[src/rtl/adjust_ctrl.sv]
// Purpose: time-setting controller; turns mode/up/down buttons into field select, up/down strobes, and a gated 1 Hz enable.
// Latency: 3 cycles from a button rising to its strobe or state change; all outputs are registered.
// Backpressure: none; strobes are single-cycle fire-and-forget pulses, and the 1 Hz enable is dropped while setting.
// Ports: clk, rst_n (synchronous, active-low); tick_1hz 1 Hz pulse; btn_mode/btn_up/btn_down debounced async levels;
//        adjust (any set state), field_sel (one-hot sec..year), up_pulse/down_pulse, en_1 (tick gated to RUN), blink.
module adjust_ctrl #(
  parameter int HOLD_CYC   = 25_000_000,
  parameter int REPEAT_CYC = 5_000_000,
  parameter int TIMEOUT_S  = 10
) (
  input  logic       clk,
  input  logic       rst_n,
  input  logic       tick_1hz,
  input  logic       btn_mode,
  input  logic       btn_up,
  input  logic       btn_down,
  output logic       adjust,
  output logic [5:0] field_sel,
  output logic       up_pulse,
  output logic       down_pulse,
  output logic       en_1,
  output logic       blink
);

  localparam int RPT_MAX = (HOLD_CYC > REPEAT_CYC) ? HOLD_CYC : REPEAT_CYC;
  localparam int HW      = (RPT_MAX > 1) ? $clog2(RPT_MAX) : 1;
  localparam int TW      = (TIMEOUT_S > 0) ? $clog2(TIMEOUT_S + 1) : 1;

  localparam logic [HW-1:0] HOLD_LAST = HW'(HOLD_CYC - 1);
  localparam logic [HW-1:0] REP_LAST  = HW'(REPEAT_CYC - 1);
  localparam logic [TW-1:0] TMO_LAST  = TW'(TIMEOUT_S);

  // One-hot state encoding doubles as field_sel, so the select comes straight off flops.
  typedef enum logic [5:0] {
    RUN      = 6'b000000,
    SET_SEC  = 6'b000001,
    SET_MIN  = 6'b000010,
    SET_HOUR = 6'b000100,
    SET_DAY  = 6'b001000,
    SET_MON  = 6'b010000,
    SET_YEAR = 6'b100000
  } state_t;

  state_t state;

  // Button conditioning, bit order {down, up, mode}.
  logic [2:0] sync1, sync2, hist, armed, edge_q;
  logic [1:0] vld;

  // Auto-repeat and inactivity bookkeeping.
  logic [HW-1:0] hold_cnt;
  logic          hold_act;
  logic          hold_dir;   // 1: up is the held button, 0: down
  logic          rep_phase;  // 0: waiting HOLD_CYC, 1: waiting REPEAT_CYC
  logic [TW-1:0] inact;

  function automatic state_t next_field(input state_t s);
    case (s)
      RUN:      next_field = SET_SEC;
      SET_SEC:  next_field = SET_MIN;
      SET_MIN:  next_field = SET_HOUR;
      SET_HOUR: next_field = SET_DAY;
      SET_DAY:  next_field = SET_MON;
      SET_MON:  next_field = SET_YEAR;
      default:  next_field = RUN;
    endcase
  endfunction

  // A button only counts as pressed after it has been seen released since reset:
  // vld marks when sync2 carries real samples, armed remembers a seen-low level.
  // edge_q registers the press so the strobe lands 3 cycles after the input rises.
  always_ff @(posedge clk) begin
    if (!rst_n) begin
      sync1  <= '0;
      sync2  <= '0;
      hist   <= '0;
      armed  <= '0;
      edge_q <= '0;
      vld    <= '0;
    end else begin
      sync1  <= {btn_down, btn_up, btn_mode};
      sync2  <= sync1;
      hist   <= sync2;
      vld    <= {vld[0], 1'b1};
      armed  <= armed | (~sync2 & {3{vld[1]}});
      edge_q <= sync2 & ~hist & armed;
    end
  end

  logic mode_e, up_e, dn_e, up_l, dn_l, both, held, at_limit, rep_fire;

  assign mode_e   = edge_q[0];
  assign up_e     = edge_q[1];
  assign dn_e     = edge_q[2];
  assign up_l     = sync2[1];
  assign dn_l     = sync2[2];
  // Both buttons active at once cancels everything, including coincident presses.
  assign both     = (up_l & dn_l) | (up_e & dn_e);
  assign held     = hold_dir ? up_l : dn_l;
  assign at_limit = rep_phase ? (hold_cnt == REP_LAST) : (hold_cnt == HOLD_LAST);
  assign rep_fire = hold_act & held & at_limit & ~both & ~up_e & ~dn_e;

  assign field_sel = state;

  always_ff @(posedge clk) begin
    if (!rst_n) begin
      state      <= RUN;
      adjust     <= 1'b0;
      up_pulse   <= 1'b0;
      down_pulse <= 1'b0;
      en_1       <= 1'b0;
      blink      <= 1'b0;
      hold_cnt   <= '0;
      hold_act   <= 1'b0;
      hold_dir   <= 1'b0;
      rep_phase  <= 1'b0;
      inact      <= '0;
    end else begin
      up_pulse   <= 1'b0;
      down_pulse <= 1'b0;
      // Qualified by the state during the tick cycle, so a tick as we leave RUN still counts.
      en_1       <= tick_1hz & (state == RUN);

      if (mode_e) begin
        // Mode has priority: any coincident strobe is dropped.
        state     <= next_field(state);
        adjust    <= (next_field(state) != RUN);
        hold_cnt  <= '0;
        hold_act  <= 1'b0;
        rep_phase <= 1'b0;
        inact     <= '0;
        blink     <= 1'b0;
      end else if (state != RUN) begin
        if (both) begin
          hold_cnt  <= '0;
          hold_act  <= 1'b0;
          rep_phase <= 1'b0;
        end else if (up_e | dn_e) begin
          up_pulse   <= up_e;
          down_pulse <= dn_e;
          hold_cnt   <= '0;
          hold_act   <= 1'b1;
          hold_dir   <= up_e;
          rep_phase  <= 1'b0;
        end else if (!hold_act || !held) begin
          hold_cnt  <= '0;
          hold_act  <= 1'b0;
          rep_phase <= 1'b0;
        end else if (at_limit) begin
          up_pulse   <= hold_dir;
          down_pulse <= ~hold_dir;
          hold_cnt   <= '0;
          rep_phase  <= 1'b1;
        end else begin
          hold_cnt <= hold_cnt + 1'b1;
        end

        if (up_e | dn_e | rep_fire) begin
          inact <= '0;
          if (tick_1hz) blink <= ~blink;
        end else if (inact == TMO_LAST) begin
          state     <= RUN;
          adjust    <= 1'b0;
          inact     <= '0;
          blink     <= 1'b0;
          hold_cnt  <= '0;
          hold_act  <= 1'b0;
          rep_phase <= 1'b0;
        end else if (tick_1hz) begin
          inact <= inact + 1'b1;
          blink <= ~blink;
        end
      end else begin
        hold_cnt  <= '0;
        hold_act  <= 1'b0;
        rep_phase <= 1'b0;
        inact     <= '0;
        blink     <= 1'b0;
      end
    end
  end

endmodule

[config.mk]
export PLATFORM = sky130hd
export DESIGN_NAME = adjust_ctrl
export DESIGN_NICKNAME = d
export VERILOG_FILES = /design/src/rtl/adjust_ctrl.sv
export SDC_FILE = /design/constraint.sdc
export NUM_CORES = 1
export LEC_CHECK = 0
export CAP_MARGIN = 30
export CORE_MARGIN = 2
export CORE_UTILIZATION = 45
export DETAILED_ROUTE_END_ITERATION = 8
export HOLD_SLACK_MARGIN = 0.03
export PLACE_DENSITY_LB_ADDON = 0.05
export SYNTH_ARGS = -nofsm -noshare
export SYNTH_HDL_FRONTEND = slang
export SYNTH_SLANG_ARGS = --single-unit
[constraint.sdc]
create_clock -name clk -period 3.6 [get_ports clk]
set_input_delay 0.72 -clock clk [delete_from_list [all_inputs] [get_ports clk]]
set_output_delay 0.72 -clock clk [all_outputs]
set_load 0.02 [all_outputs]
==> out/metrics.yaml <==
run_status:
  outcome: "completed"
floorplanning:
  ios: 17
  die_y_um: 82.1
  die-area_um2: 6740
  rows: 28
  chipWidth_um: 82.1
  start_util_pct: 46.3
  coreArea_um2: 5920
timing:
  clock.fmax_mhz: 402
  drv_slew: 0
  worst_slew_pin_slew_ns: 0.928
  final-setup-viol-count: 0
  period_share_pct: 69.1
  finalHoldViolCount: 0
  rsz0062_at_grt: "no"
  tns_ns: 0
  period_minus_slack_ns: 2.49
  maxSlewHeadroom_pct: 37.8
  skew_ns: 0.00805
layout:
  fin_cells: 397
  fill_cells: 562
  area_growth_pct: 14.1
  drive_gt1_share_pct: 7.14
  finalNetCount: 326
  n_antenna_cell: 0
clock_tree:
  root_buffer: "clkbuf_8"
  ctsResizeCount: 0
  clk_latency_ns: 0.35
  cts_tree: "done"
  h-tree-depth: 3
  clock-sinks: 60
  clockBufferDepth: 2
  cts_setup_buffers: 0
  clk_pin_slew_ns: 0.08
  cts_buffers: 9
  holdBufCountCts: 0
logic_synthesis:
  synth_edf_count: 0
  syn_avg_cell_area_um2: 8.91
  ys_ff_latch: 60
  synthArstFlopShare_pct: 0
  synth.most_common_cell: "dfxtp_1"
  ys_seq_area_share_pct: 43.8
  synth_flop_cell: "dfxtp_1"
  yosys-top-cells-count: "dfxtp_1 (60), nand2_1 (21), nor2_1 (15)"
  synth_cells: 308
  ys_top_cells_by_area: "dfxtp_1 (44%), or4_1 (3.8%), a211oi_1 (3.3%)"
  synth.top_cell.area_share_pct: 43.8
  synthesis.area_um2: 2740
  synth_largest_area_cell: "dfxtp_1"
  synth.distinct_cells: 45
  ys_warn_count: 0
  synth_nets: 317
global_routing:
  antenna_found_initial: 0
  grt_overflow: 0
  grt_start_max_net_pins: 26
  grt_usage_pct: 20.0
  grt_pass1_wl_um: 10200
  grt_pass1_vias: 2152
worst_setup_path:
  ff2ff_path_depth: 5
  timing.rr.start: "hold_cnt[10]"
  startpoint_type: "flop"
  r2r-end: "hold_cnt[14]"
  endpoint: "hold_cnt[14]"
  path_max_fanout: 17
  required_ns: 3.82
  worstSetupPathType: "reg -> reg"
  crit_path_end_kind: "flop"
  arrival_ns: 2.71
  crit_path_start: "hold_cnt[10]"
  r2r_slack_ns: 1.11
routing:
  dr.pass1.iters: 4
  drc_errors: 0
  wl_per_cell_um: 14.7
  drtAntennaViolNets: 0
  viasPerCell: 5.73
  route.vias.total: 2274
  drt_iter0_drc: 100
  wl_um: 5830
placed_design:
  dp_cells: 381
  port_buffers: 16
  gp_congestion: 0.743
  hpwl_um: 3860
power:
  power_density_nw_per_um2: 430
  ir_drop_uv: 290
  cellLeakagePower_nw: 1.00
worst_hold_path:
  min-delay-start: "hist[1]"
  hold_class: "reg -> reg"
  worstHoldPathCells: 1
job:
  maxCapViolCount: 0
## state kept, by name, summed over array words and instances, names as in the netlist
signal / count
hold_act: 1
adjust: 1
hold_dir: 1
down_pulse: 1
rep_phase: 1
field_sel: 6
inact: 4
armed: 3
sync2: 3
up_pulse: 1
blink: 1
sync1: 3
hist: 3
edge_q: 3
en_1: 1
vld: 2
hold_cnt: 25
## kinds of logic (layout without fill, tap and decap cells)
logic type               after synthesis  after routing  synth area share [%]
adder cells (fa/ha/maj)                4              4                  1.73
AO/OA/AOI/OAI                         62             62                  16.0
buffers and inverters                 32             46                  4.65
multiplexers                           2              2                 0.730
flip-flops                            60             60                  43.8
AND/OR/NAND/NOR                      133            133                  28.3
XOR/XNOR                              15             15                  4.79
## routing by layer
layer  wire length, um  share of wire [%]  GRT usage (%)
met5                 0                  0              0
met4                43               0.74           8.00
met3               201                3.4           6.26
met2              2860                 49           33.1
met1              2730                 47           24.2
## area by class of cell
class	instances	area, um2	share of cell area, %
tap	75	93.8	3.00
clock buffer	9	124	3.96
timing repair buffer	18	175	5.60
sequential	60	1200	38.4
inverter	12	45.0	1.44
multi-input combinational	216	1420	45.2
clock inverter	7	76.3	2.44
## placed cells by master, fill, tap and decap left out, types with 6 or more instances in the layout
cell / netlist / layout
a211oi_1: 12 / 12
a21oi_1: 11 / 11
and2_1: 10 / 10
clkbuf_8: 0 / 9
clkdlybuf4s50_1: 0 / 16
dfxtp_1: 60 / 60
inv_1: 12 / 12
nand2_1: 21 / 21
nand3_1: 10 / 10
nand4_1: 8 / 8
nor2_1: 15 / 15
nor3_1: 14 / 14
nor4_1: 9 / 9
o21ai_0: 8 / 8
o31ai_1: 12 / 12
or4_1: 14 / 14
xnor2_1: 6 / 6
xor2_1: 9 / 9
## how the worst min path moves through the flow
stage / to / slack (ns)
4_1_cts: edge_q[2] / 0.40
5_1_grt: edge_q[1] / 0.41
6_report: edge_q[1] / 0.40
3_5_place_dp: edge_q[1] / 0.39
2_1_floorplan: edge_q[1] / 0.37
3_3_place_gp: edge_q[2] / 0.39
## through the flow
| stage | hold slack [ns] | util, % | setup WS, ns | total power, mW | instance area (um2) |
|---|---|---|---|---|---|
| floorplan | 0.374 | - | 1.65 | 0.731 | 2740 |
| global placement | 0.387 | 49.5 | 0.935 | 0.749 | 2930 |
| detailed placement | 0.391 | 49.5 | 0.848 | 0.750 | 2930 |
| CTS | 0.404 | 52.9 | 1.08 | 1.37 | 3130 |
| global route | 0.408 | 52.9 | 0.958 | 1.41 | 3130 |
| finish | 0.401 | 52.9 | 1.11 | 1.35 | 3130 |
## report_power, final
group | internal (mW) | leakage, nW | switching, mW | total (mW)
registers | 0.676 | 0.487 | 0.0101 | 0.686
logic | 0.0233 | 0.420 | 0.0254 | 0.0487
clock network | 0.322 | 0.0958 | 0.290 | 0.612
## worst max-delay path, cell delays in order (launching register included)
cell	delay, ns
dfxtp_1	0.36
or4_1	0.53
nor4_1	0.49
o21a_1	0.61
buf_4	0.30
a211oi_1	0.07
Power figures use the tool's default switching activity.
